`src/rtl/tlv_pkg.sv`:
```
// Shared constants, register map and FSM encoding for the TLV header encoder.
// Optional build macro used by the top level: TLV_ENC_CLEAR_EN.
package tlv_pkg;

  localparam int unsigned BUF_W     = 192;
  localparam int unsigned BUF_BYTES = BUF_W / 8;
  localparam int unsigned MAX_HDR   = 14;

  localparam logic [7:0] TLV_PFX_16 = 8'hFD;
  localparam logic [7:0] TLV_PFX_32 = 8'hFE;
  localparam logic [7:0] TLV_PFX_64 = 8'hFF;
  localparam logic [63:0] TLV_MAX_1B = 64'h0000_0000_0000_00FC;

  localparam logic [2:0] ADDR_TYPE     = 3'd0;
  localparam logic [2:0] ADDR_LEN      = 3'd1;
  localparam logic [2:0] ADDR_OFF      = 3'd2;
  localparam logic [2:0] ADDR_CTRL     = 3'd3;
  localparam logic [2:0] ADDR_OBUF_HI  = 3'd4;
  localparam logic [2:0] ADDR_OBUF_MID = 3'd5;
  localparam logic [2:0] ADDR_OBUF_LO  = 3'd6;
  localparam logic [2:0] ADDR_VOFF     = 3'd7;

  typedef enum logic [1:0] {
    StIdle = 2'd0,
    StEnc  = 2'd1,
    StDone = 2'd2
  } tlv_state_e;

  // Byte idx of one varint field: prefix first (if any), then the value big-endian.
  function automatic logic [7:0] tlv_field_byte(input logic [63:0] v, input logic [3:0] flen,
                                                input logic pfx_en, input logic [7:0] pfx,
                                                input logic [3:0] idx);
    logic [3:0] sh;
    if (pfx_en && idx == 4'd0) begin
      return pfx;
    end
    sh = flen - 4'd1 - idx;
    return 8'(v >> {sh, 3'b000});
  endfunction

endpackage

```
`src/rtl/tlv_varint_sizer.sv`:
```
// Combinational varint sizing: picks the prefix byte and total field length for a value.
module tlv_varint_sizer
  import tlv_pkg::*;
(
  input  logic [63:0] i_value,
  input  logic        i_is_type,
  output logic [7:0]  o_prefix,
  output logic        o_pfx_en,
  output logic [3:0]  o_len
);

  always_comb begin
    o_prefix = 8'h00;
    o_pfx_en = 1'b0;
    o_len    = 4'd1;
    if (i_value <= TLV_MAX_1B) begin
      o_len = 4'd1;
    end else if (i_value <= 64'h0000_0000_0000_FFFF) begin
      o_prefix = TLV_PFX_16;
      o_pfx_en = 1'b1;
      o_len    = 4'd3;
    end else if (i_is_type || i_value <= 64'h0000_0000_FFFF_FFFF) begin
      // Type is at most 32 bits, so it never needs the 64-bit form.
      o_prefix = TLV_PFX_32;
      o_pfx_en = 1'b1;
      o_len    = 4'd5;
    end else begin
      o_prefix = TLV_PFX_64;
      o_pfx_en = 1'b1;
      o_len    = 4'd9;
    end
  end

endmodule

```
`src/rtl/tlv_encoder.sv`:
```
// CPU-mapped TLV header builder: serialises type/length varints into a 192-bit buffer.
// Build macro TLV_ENC_CLEAR_EN: start also zeroes the whole output buffer.
module tlv_encoder
  import tlv_pkg::*;
(
  input  logic        clk,
  input  logic        rst,
  input  logic [63:0] cpu_din,
  input  logic [63:0] cpu_ain,
  input  logic        cpu_wren,
  output logic [63:0] cpu_dout
);

  tlv_state_e r_state, w_state_nx;

  logic [31:0]      r_type;
  logic [63:0]      r_len;
  logic [2:0]       r_off;
  logic [31:0]      r_sh_type;
  logic [63:0]      r_sh_len;
  logic [3:0]       r_tlen, r_llen;
  logic [7:0]       r_tpfx, r_lpfx;
  logic             r_tpfx_en, r_lpfx_en;
  logic [7:0]       r_hdr_len;
  logic [4:0]       r_ptr;
  logic [3:0]       r_cnt;
  logic [BUF_W-1:0] r_obuf;
  logic [63:0]      r_dout;

  logic        w_wr_ok, w_wr_type, w_wr_len, w_wr_off, w_start, w_last;
  logic [31:0] w_type_nx;
  logic [63:0] w_len_nx;
  logic [2:0]  w_off_nx;
  logic [7:0]  w_tpfx, w_lpfx;
  logic        w_tpfx_en, w_lpfx_en;
  logic [3:0]  w_tlen, w_llen;
  logic [7:0]  w_hdr [MAX_HDR];
  logic [7:0]  w_byte;
  logic [63:0] w_rd_data;
  logic        w_unused_ain;

  assign w_unused_ain = ^cpu_ain[63:3];

  // Writes to the RO half and all writes while encoding are dropped.
  assign w_wr_ok   = cpu_wren && !cpu_ain[2] && (r_state != StEnc);
  assign w_wr_type = w_wr_ok && (cpu_ain[2:0] == ADDR_TYPE);
  assign w_wr_len  = w_wr_ok && (cpu_ain[2:0] == ADDR_LEN);
  assign w_wr_off  = w_wr_ok && (cpu_ain[2:0] == ADDR_OFF);
  assign w_start   = w_wr_ok && (cpu_ain[2:0] == ADDR_CTRL) && cpu_din[0];

  assign w_type_nx = w_wr_type ? cpu_din[31:0] : r_type;
  assign w_len_nx  = w_wr_len  ? cpu_din       : r_len;
  assign w_off_nx  = w_wr_off  ? cpu_din[2:0]  : r_off;

  tlv_varint_sizer u_type_sizer (
    .i_value   ({32'b0, w_type_nx}),
    .i_is_type (1'b1),
    .o_prefix  (w_tpfx),
    .o_pfx_en  (w_tpfx_en),
    .o_len     (w_tlen)
  );

  tlv_varint_sizer u_len_sizer (
    .i_value   (w_len_nx),
    .i_is_type (1'b0),
    .o_prefix  (w_lpfx),
    .o_pfx_en  (w_lpfx_en),
    .o_len     (w_llen)
  );

  always_comb begin
    for (int i = 0; i < MAX_HDR; i++) begin
      w_hdr[i] = 8'h00;
      if (4'(i) < r_tlen) begin
        w_hdr[i] = tlv_field_byte({32'b0, r_sh_type}, r_tlen, r_tpfx_en, r_tpfx, 4'(i));
      end else begin
        w_hdr[i] = tlv_field_byte(r_sh_len, r_llen, r_lpfx_en, r_lpfx, 4'(i) - r_tlen);
      end
    end
  end

  assign w_byte = w_hdr[r_cnt];
  assign w_last = (r_cnt == 4'(r_hdr_len - 8'd1));

  always_ff @(posedge clk or negedge rst) begin
    if (!rst) begin
      r_state <= StIdle;
    end else begin
      r_state <= w_state_nx;
    end
  end

  always_comb begin
    w_state_nx = r_state;
    unique case (r_state)
      StIdle, StDone: if (w_start) w_state_nx = StEnc;
      StEnc:          if (w_last)  w_state_nx = StDone;
      default:        w_state_nx = StIdle;
    endcase
  end

  always_ff @(posedge clk or negedge rst) begin
    if (!rst) begin
      r_type    <= '0;
      r_len     <= '0;
      r_off     <= '0;
      r_sh_type <= '0;
      r_sh_len  <= '0;
      r_tlen    <= '0;
      r_llen    <= '0;
      r_tpfx    <= '0;
      r_lpfx    <= '0;
      r_tpfx_en <= 1'b0;
      r_lpfx_en <= 1'b0;
      r_hdr_len <= '0;
      r_ptr     <= '0;
      r_cnt     <= '0;
      r_obuf    <= '0;
    end else begin
      r_type <= w_type_nx;
      r_len  <= w_len_nx;
      r_off  <= w_off_nx;
      if (w_start) begin
        r_sh_type <= w_type_nx;
        r_sh_len  <= w_len_nx;
        r_tlen    <= w_tlen;
        r_llen    <= w_llen;
        r_tpfx    <= w_tpfx;
        r_lpfx    <= w_lpfx;
        r_tpfx_en <= w_tpfx_en;
        r_lpfx_en <= w_lpfx_en;
        r_hdr_len <= {4'b0, w_tlen} + {4'b0, w_llen};
        r_ptr     <= {2'b0, w_off_nx};
        r_cnt     <= '0;
`ifdef TLV_ENC_CLEAR_EN
        r_obuf    <= '0;
`else
        r_obuf    <= r_obuf;
`endif
      end else if (r_state == StEnc) begin
        for (int b = 0; b < BUF_BYTES; b++) begin
          if (r_ptr == 5'(b)) r_obuf[BUF_W-1-8*b -: 8] <= w_byte;
        end
        r_ptr <= r_ptr + 5'd1;
        r_cnt <= r_cnt + 4'd1;
      end
    end
  end

  always_comb begin
    w_rd_data = '0;
    unique case (cpu_ain[2:0])
      ADDR_TYPE:     w_rd_data = {32'b0, r_type};
      ADDR_LEN:      w_rd_data = r_len;
      ADDR_OFF:      w_rd_data = {61'b0, r_off};
      ADDR_CTRL:     w_rd_data = {54'b0, (r_state == StEnc), (r_state == StDone), r_hdr_len};
      ADDR_OBUF_HI:  w_rd_data = r_obuf[191:128];
      ADDR_OBUF_MID: w_rd_data = r_obuf[127:64];
      ADDR_OBUF_LO:  w_rd_data = r_obuf[63:0];
      ADDR_VOFF:     w_rd_data = {56'b0, r_hdr_len};
      default:       w_rd_data = '0;
    endcase
  end

  always_ff @(posedge clk or negedge rst) begin
    if (!rst) begin
      r_dout <= '0;
    end else begin
      r_dout <= w_rd_data;
    end
  end

  assign cpu_dout = r_dout;

endmodule

```
`config.mk`:
```
export PLATFORM = sky130hd
export DESIGN_NAME = tlv_encoder
export DESIGN_NICKNAME = d
export VERILOG_FILES = /design/src/rtl/tlv_pkg.sv /design/src/rtl/tlv_varint_sizer.sv /design/src/rtl/tlv_encoder.sv
export SDC_FILE = /design/constraint.sdc
export NUM_CORES = 1
export LEC_CHECK = 0
export ABC_AREA = 1
export CAP_MARGIN = 10
export CORE_MARGIN = 4
export CORE_UTILIZATION = 40
export CTS_BUF_LIST = sky130_fd_sc_hd__clkbuf_16
export CTS_CLUSTER_SIZE = 20
export DETAILED_ROUTE_END_ITERATION = 10
export PLACE_DENSITY_LB_ADDON = 0.12
export SLEW_MARGIN = 20
export SYNTH_ARGS = -nofsm -noshare
export SYNTH_HDL_FRONTEND = slang
export SYNTH_HIERARCHICAL = 1
export SYNTH_SLANG_ARGS = --single-unit
export TNS_END_PERCENT = 20
```
`constraint.sdc`:
```
create_clock -name clk -period 4.6 [get_ports clk]
set_input_delay 0.46 -clock clk [delete_from_list [all_inputs] [get_ports clk]]
set_output_delay 0.46 -clock clk [all_outputs]
set_load 0.01 [all_outputs]
```
==> impl_metrics.env, run 1 <==
export IMPL_fmax_mhz=238
export IMPL_tns_ns=0
export IMPL_criticalPathCategory="reg -> reg"
export IMPL_finalHoldViolCount=0
export IMPL_grt_pass1_vias=28200
export IMPL_cts_sinks=493
export IMPL_combPwrFrac_pct=64.8
export IMPL_antenna_found_initial=0
export IMPL_cts_root_buf="clkbuf_16"
export IMPL_min_to="cpu_dout[2]$_DFF_PN0_"
export IMPL_slew_headroom_pct=33.8
export IMPL_maxCapViolCount=0
export IMPL_finalCritPeriodShare_pct=91.3
export IMPL_ys_types=50
export IMPL_ctsResizeCount=0
export IMPL_ir_worst_vdd_v=0.000454
export IMPL_nFillCells=7703
export IMPL_vias_per_cell=5.44
export IMPL_core_um2=74800
export IMPL_ant_nets=0
export IMPL_hold_class="in -> reg"
export IMPL_p_seq_share_pct=21.4
export IMPL_ys_ff_latch=493
export IMPL_die_area_um2=80300
export IMPL_place_gp_congestion=1.05
export IMPL_p_int_mw=14.6
export IMPL_avgSynthCellArea_um2=6.83
export IMPL_r2r_end="r_obuf[88]$_DFFE_PN0P_"
export IMPL_tightest_slew_ns=0.992
export IMPL_fin_worst_skew_ns=0.0367
export IMPL_cts_tree="done"
export IMPL_grt_pass1_wl_mm=189
export IMPL_power_switching_share_pct=55.5
export IMPL_power_leakage_nw=18.5
export IMPL_endpoint_kind="register"
export IMPL_drc=0
export IMPL_rsz0062_at_grt="no"
export IMPL_clockBufferDepth=3
export IMPL_min_path_cells=3
export IMPL_h_tree_depth=2
export IMPL_regToRegSetupSlack_ns=0.40
export IMPL_synth_ff_type="dfrtp_1"
export IMPL_r2r_cells=21
export IMPL_final_cell_mix="nand2_1, nand3_1, dfrtp_1"
export IMPL_cts_clk_slew_worst_paths_ns=0.06
export IMPL_switchingPower_mw=18.2
export IMPL_required_ns=5.17
export IMPL_place_area_um2=33200
export IMPL_nNetsFinal=4764
export IMPL_vias=30500
export IMPL_hp_start="cpu_ain[2]"
export IMPL_layout_commonest_cell="nand2_1"
export IMPL_worst_skew_pair_late_latency_ns=0.63
export IMPL_chipHeight_um=283
export IMPL_grt_max_degree=116
export IMPL_synthCells=4439
export IMPL_drv_slew=0
export IMPL_p_clk_share_pct=13.8
export IMPL_min_period_ns=4.20
export IMPL_postCtsSetupBuffers=0
export IMPL_status="completed"
export IMPL_fp_row_count=100
export IMPL_setup_violations=0
export IMPL_rr_startpoint="r_tlen[0]$_DFFE_PN0P_"
export IMPL_cp_data_arrival_time_ns=4.77
export IMPL_start_util_pct=40.6
export IMPL_syn_to_final_growth_pct=15.4
export IMPL_critical_path_startpoint_type="register"
export IMPL_async_flop_share_pct=100
export IMPL_hpwlAfterDp_mm=97.1
export IMPL_wirelength_mm=130
export IMPL_cts_buffers_inserted=56
export IMPL_drive_gt1_share_pct=7.28
export IMPL_die_w_um=283
export IMPL_ys_warnings_count=6
export IMPL_final_cell_area_um2=35000
export IMPL_seq_area_frac_synth_pct=40.7
export IMPL_drt_wirelength_per_cell_um=23.1
export IMPL_detail_route_first_pass_iterations=8
export IMPL_drt_iter0_markers=3628
export IMPL_pwr_density_cell_nw_per_um2=936
export IMPL_grt_use_total_pct=31.3
export IMPL_overflow=0
export IMPL_synth_edf_count=0
export IMPL_cts_hold_buf=1
export IMPL_path_max_fanout=24
export IMPL_total_power_mw=32.8
export IMPL_port_buffers=133
export IMPL_num_io_pins=195
export IMPL_diodes=0
export IMPL_syn_cell_area_um2=30300
==> final cells by class <==
class	count	area, um^2	share of cell area, %
Inverter	364	1370	3.92
Clock inverter	47	425	1.21
Sequential cell	493	12300	35.2
Clock buffer	57	1430	4.07
Multi-Input combinational cell	3402	15700	44.8
Tap cell	969	1210	3.46
Timing Repair Buffer	268	2560	7.31
==> worst max-delay path, stage by stage (launching register included) <==
cell,delay [ns]
dfrtp_2,0.49
inv_2,0.15
ha_1,0.42
nor2_1,0.15
nor2_1,0.07
ha_1,0.30
clkinv_1,0.25
buf_4,0.27
nand3_1,0.08
nand2_1,0.16
o21ai_1,0.48
nand3_1,0.14
nand2_1,0.08
nand2_1,0.11
nand2_1,0.08
nand3_1,0.11
nand3_1,0.14
nand3_1,0.11
nand2_2,0.13
buf_12,0.23
nand2_1,0.08
nand2_1,0.09
==> routing by layer <==
| layer | track usage, % | vias to the layer above | part of all wire, % |
|---|---|---|---|
| li1 | - | 14500 | - |
| met1 | 45.2 | 14500 | 44 |
| met2 | 48.0 | 1275 | 44 |
| met3 | 4.02 | 221 | 7.8 |
| met4 | 11.6 | 0 | 4.3 |
| met5 | 0 | - | 0 |
==> how the worst max path moves through the flow <==
| stage | from | end | slack, ns |
|---|---|---|---|
| after floorplan | r_tlen[0]$_DFFE_PN0P_ | r_obuf[187]$_DFFE_PN0P_ | 1.15 |
| after global placement | cpu_ain[0] | r_hdr_len[2]$_DFFE_PN0P_ | 0.47 |
| after detailed placement | cpu_ain[0] | r_hdr_len[2]$_DFFE_PN0P_ | 0.47 |
| after CTS | r_tlen[1]$_DFFE_PN0P_ | r_obuf[30]$_DFFE_PN0P_ | 0.49 |
| after global routing | r_tlen[1]$_DFFE_PN0P_ | r_obuf[14]$_DFFE_PN0P_ | 0.22 |
| final | r_tlen[0]$_DFFE_PN0P_ | r_obuf[88]$_DFFE_PN0P_ | 0.40 |
==> power groups by stage <==
stage          clock (mW)  sequential (mW)  combinational, mW
2_1_floorplan           0             6.49               12.5
3_3_place_gp            0             7.00               20.6
3_5_place_dp            0             7.01               20.6
4_1_cts              4.62             6.96               20.7
5_1_grt              4.80             7.13               22.8
6_report             4.54             7.01               21.3
==> through the flow <==
stage	hold WS (ns)	instances	setup slack, ns	utilization (%)
2_1_floorplan	0.164	4473	1.15	-
3_3_place_gp	0.458	5495	0.474	44.3
3_5_place_dp	0.461	5495	0.473	44.3
4_1_cts	0.407	5600	0.492	46.8
5_1_grt	0.447	5600	0.222	46.8
6_report	0.444	5600	0.400	46.8
==> synth_stat cells (4+ instances only) <==
library cell | number | area share [%]
buf_1 | 13 | 0.16
nor2_1 | 235 | 2.9
inv_1 | 340 | 4.2
a21oi_1 | 64 | 1.1
o21ai_1 | 42 | 0.69
buf_4 | 31 | 0.77
a32o_1 | 23 | 0.76
nand3_2 | 6 | 0.20
clkbuf_1 | 110 | 1.4
xnor2_1 | 7 | 0.20
conb_1 | 4 | 0.049
clkinv_1 | 11 | 0.14
mux2_2 | 28 | 1.0
o211ai_1 | 16 | 0.40
nor3_1 | 9 | 0.15
buf_2 | 42 | 0.69
nand2_1 | 1872 | 23
o21ai_0 | 305 | 5.0
a41oi_1 | 6 | 0.17
nor2_4 | 4 | 0.15
nand2_2 | 38 | 0.78
a31oi_1 | 18 | 0.37
nand4_1 | 13 | 0.27
nor2_2 | 11 | 0.23
a221oi_1 | 30 | 0.87
fa_1 | 4 | 0.26
a22oi_1 | 35 | 0.87
xor2_1 | 9 | 0.26
a21o_1 | 4 | 0.099
nand3_1 | 501 | 8.3
o22ai_1 | 8 | 0.16
nand3b_1 | 5 | 0.12
buf_6 | 18 | 0.67
dfrtp_1 | 493 | 41
inv_2 | 12 | 0.15
ha_1 | 44 | 1.8
o21bai_1 | 4 | 0.099
==> sequential cells by signal, indices dropped and copies added (netlist names), 2 cells and up <==
| register | cells |
|---|---|
| r_type | 32 |
| r_tpfx | 8 |
| r_llen | 4 |
| r_ptr | 5 |
| r_sh_type | 32 |
| r_sh_len | 64 |
| r_obuf | 192 |
| r_len | 64 |
| r_state | 2 |
| cpu_dout | 64 |
| r_cnt | 4 |
| r_lpfx | 8 |
| r_tlen | 4 |
| r_off | 3 |
| r_hdr_len | 5 |
==> cell families (layout without fill, tap and decap cells) <==
group,after synthesis,in the layout,share of synthesized area [%]
other,4,38,0.0495
adder cells (fa/ha/maj),48,48,2.08
flip-flops,493,493,40.7
AO/OA/AOI/OAI,563,563,10.8
multiplexers,29,29,1.07
XOR/XNOR,21,21,0.730
buffers and inverters,578,736,8.16
AND/OR/NAND/NOR,2703,2703,36.5
Note: power is estimated with default switching activity, not from simulation.
==> run 2, diff against run 1 <==
- CTS_CLUSTER_DIAMETER: unset -> 100
==> run 2 against run 1 <==
Against the previous run: first-iteration DRC count shrank 2.2%; utilization shrank 1.3 points; clock-buffer cell count shrank 26; die area is the same; critical path type unchanged.
==> impl_metrics.env, run 2 (same netlist as run 1, synthesis figures left out) <==
export IMPL_min_period_ns=4.26
export IMPL_drt_wirelength_per_cell_um=23.3
export IMPL_cp_cell_sequence="inv_2 -> ha_1 -> nor2_1 -> nor2_1 -> ha_1 -> clkinv_1 -> buf_4 -> nand3_1 -> nand2_1 -> o21ai_1 -> nand3_1 -> nand2_1 -> nand2_1 -> nand2_1 -> nand3_1 -> nand3_1 -> nand3_1 -> nand2_2 -> buf_12 -> nand2_1 -> nand2_1"
export IMPL_core_um2=74800
export IMPL_cts_buffers_inserted=31
export IMPL_layout_commonest_cell="nand2_1"
export IMPL_hpwlAfterDp_mm=97.1
export IMPL_required_ns=5.17
export IMPL_nNetsFinal=4739
export IMPL_ir_worst_vdd_v=0.000458
export IMPL_critPathMostFrequentCell="nand2_1"
export IMPL_h_tree_depth=1
export IMPL_chipHeight_um=283
export IMPL_drt_iter0_markers=3548
export IMPL_status="completed"
export IMPL_worst_skew_pair_late_latency_ns=0.64
export IMPL_cts_sinks=493
export IMPL_criticalPathCategory="reg -> reg"
export IMPL_critPathLaunch="r_tlen[0]$_DFFE_PN0P_"
export IMPL_grt_pass1_vias=27900
export IMPL_vias=30500
export IMPL_grt_max_degree=116
export IMPL_endpoint_kind="register"
export IMPL_start_util_pct=40.6
export IMPL_largest_reg_flops=192
export IMPL_num_io_pins=195
export IMPL_critical_path_startpoint_type="register"
export IMPL_grt_use_total_pct=31.0
export IMPL_vias_per_cell=5.50
export IMPL_cts_clk_slew_worst_paths_ns=0.09
export IMPL_syn_to_final_growth_pct=12.2
export IMPL_cp_slowest_cell="o21ai_1"
export IMPL_fp_row_count=100
export IMPL_die_area_um2=80300
export IMPL_fin_worst_skew_ns=0.0281
export IMPL_nFillCells=7807
export IMPL_pwr_density_cell_nw_per_um2=914
export IMPL_ant_nets=0
export IMPL_ctsResizeCount=0
export IMPL_cts_tree="done"
export IMPL_crit_path_max_incr_delay_ns=0.51
export IMPL_maxCapViolCount=0
export IMPL_setup_violations=0
export IMPL_detail_route_first_pass_iterations=6
export IMPL_multi_input_area_um2=15700
export IMPL_postCtsSetupBuffers=0
export IMPL_grt_pass1_wl_mm=188
export IMPL_tightest_slew_ns=0.977
export IMPL_finalHoldViolCount=0
export IMPL_cts_root_buf="clkbuf_16"
export IMPL_wirelength_mm=129
export IMPL_port_buffers=133
export IMPL_fmax_mhz=235
export IMPL_antenna_found_initial=0
export IMPL_top_register="r_obuf"
export IMPL_cp_data_arrival_time_ns=4.83
export IMPL_power_leakage_nw=17.9
export IMPL_tns_ns=0
export IMPL_final_cell_mix="nand2_1, nand3_1, dfrtp_1"
export IMPL_holdWs_ns=0.434
export IMPL_drive_gt1_share_pct=6.42
export IMPL_cp_num_buf_inv=4
export IMPL_drc=0
export IMPL_clockBufferDepth=3
export IMPL_rsz0062_at_grt="no"
export IMPL_hp_start="cpu_ain[2]"
export IMPL_path_max_fanout=24
export IMPL_hold_class="in -> reg"
export IMPL_drv_slew=0
export IMPL_overflow=0
export IMPL_die_w_um=283
export IMPL_cts_hold_buf=1
export IMPL_rr_startpoint="r_tlen[0]$_DFFE_PN0P_"
export IMPL_seqCellArea_um2=12300
export IMPL_finalCritPeriodShare_pct=92.6
export IMPL_place_gp_congestion=1.05
export IMPL_slew_headroom_pct=34.8
export IMPL_crit_family="simple AND/OR/NAND/NOR gates"
==> run 2: changes by cell type in the layout (fill, tap and decap cells not counted), sizes merged <==
cell / previous run / this run
clkbuf: 57 / 31
diode: 0 / 1
clkinv: 35 / 11
inv: 370 / 360
bufinv: 6 / 0
==> run 2: path summary, 6_finish.rpt <==
kind,end,slack (ns),cells after the start
setup / recovery,r_obuf[29]$_DFFE_PN0P_,0.34,21
hold / removal,cpu_dout[2]$_DFF_PN0_,0.43,3
setup reg to reg,r_obuf[29]$_DFFE_PN0P_,0.34,21
hold reg to reg,r_obuf[25]$_DFFE_PN0P_,0.48,2
max in group asynchronous,r_tlen[0]$_DFFE_PN0P_,2.82,3
min in group asynchronous,r_obuf[19]$_DFFE_PN0P_,0.53,2
==> run 2: power breakdown <==
part / internal, mW / switching [mW] / total, mW
Clock: 1.25 / 1.59 / 2.84
Combinational: 6.23 / 15.0 / 21.3
Sequential: 5.75 / 1.25 / 7.00
==> run 2: final cells by class <==
class	instances	area share, %
antenna	1	0.00735
clock buffer	31	2.28
clock inverter	7	0.301
inverter	364	4.03
multi-input combinational	3402	46.1
sequential	493	36.2
tap	969	3.56
timing repair buffer	268	7.52
==> run 2: per-stage QoR <==
stage          power [mW]  setup slack [ns]  area, um^2  cells  util (%)
6_report             31.1             0.342       34100   5535      45.5
5_1_grt              33.0             0.205       34100   5534      45.5
4_1_cts              30.6             0.497       34100   5534      45.5
3_5_place_dp         27.6             0.473       33200   5495      44.3
3_3_place_gp         27.6             0.474       33200   5495      44.3
2_1_floorplan        19.0              1.15       30500   4473         -
==> run 2: tightest hold or removal path, delay by kind of cell <==
kind            cells  cell delay, ns
compound gates      1            0.15
simple gates        1            0.17
buf+inv             1            0.24
==> run 2: metal layers <==
layer / vias to the layer above / global-route usage [%] / part of all wire (%)
li1: 14400 / - / -
met1: 14500 / 45.2 / 44
met2: 1335 / 47.9 / 44
met3: 204 / 3.43 / 7.6
met4: 0 / 10.4 / 4.2
met5: - / 0 / 0
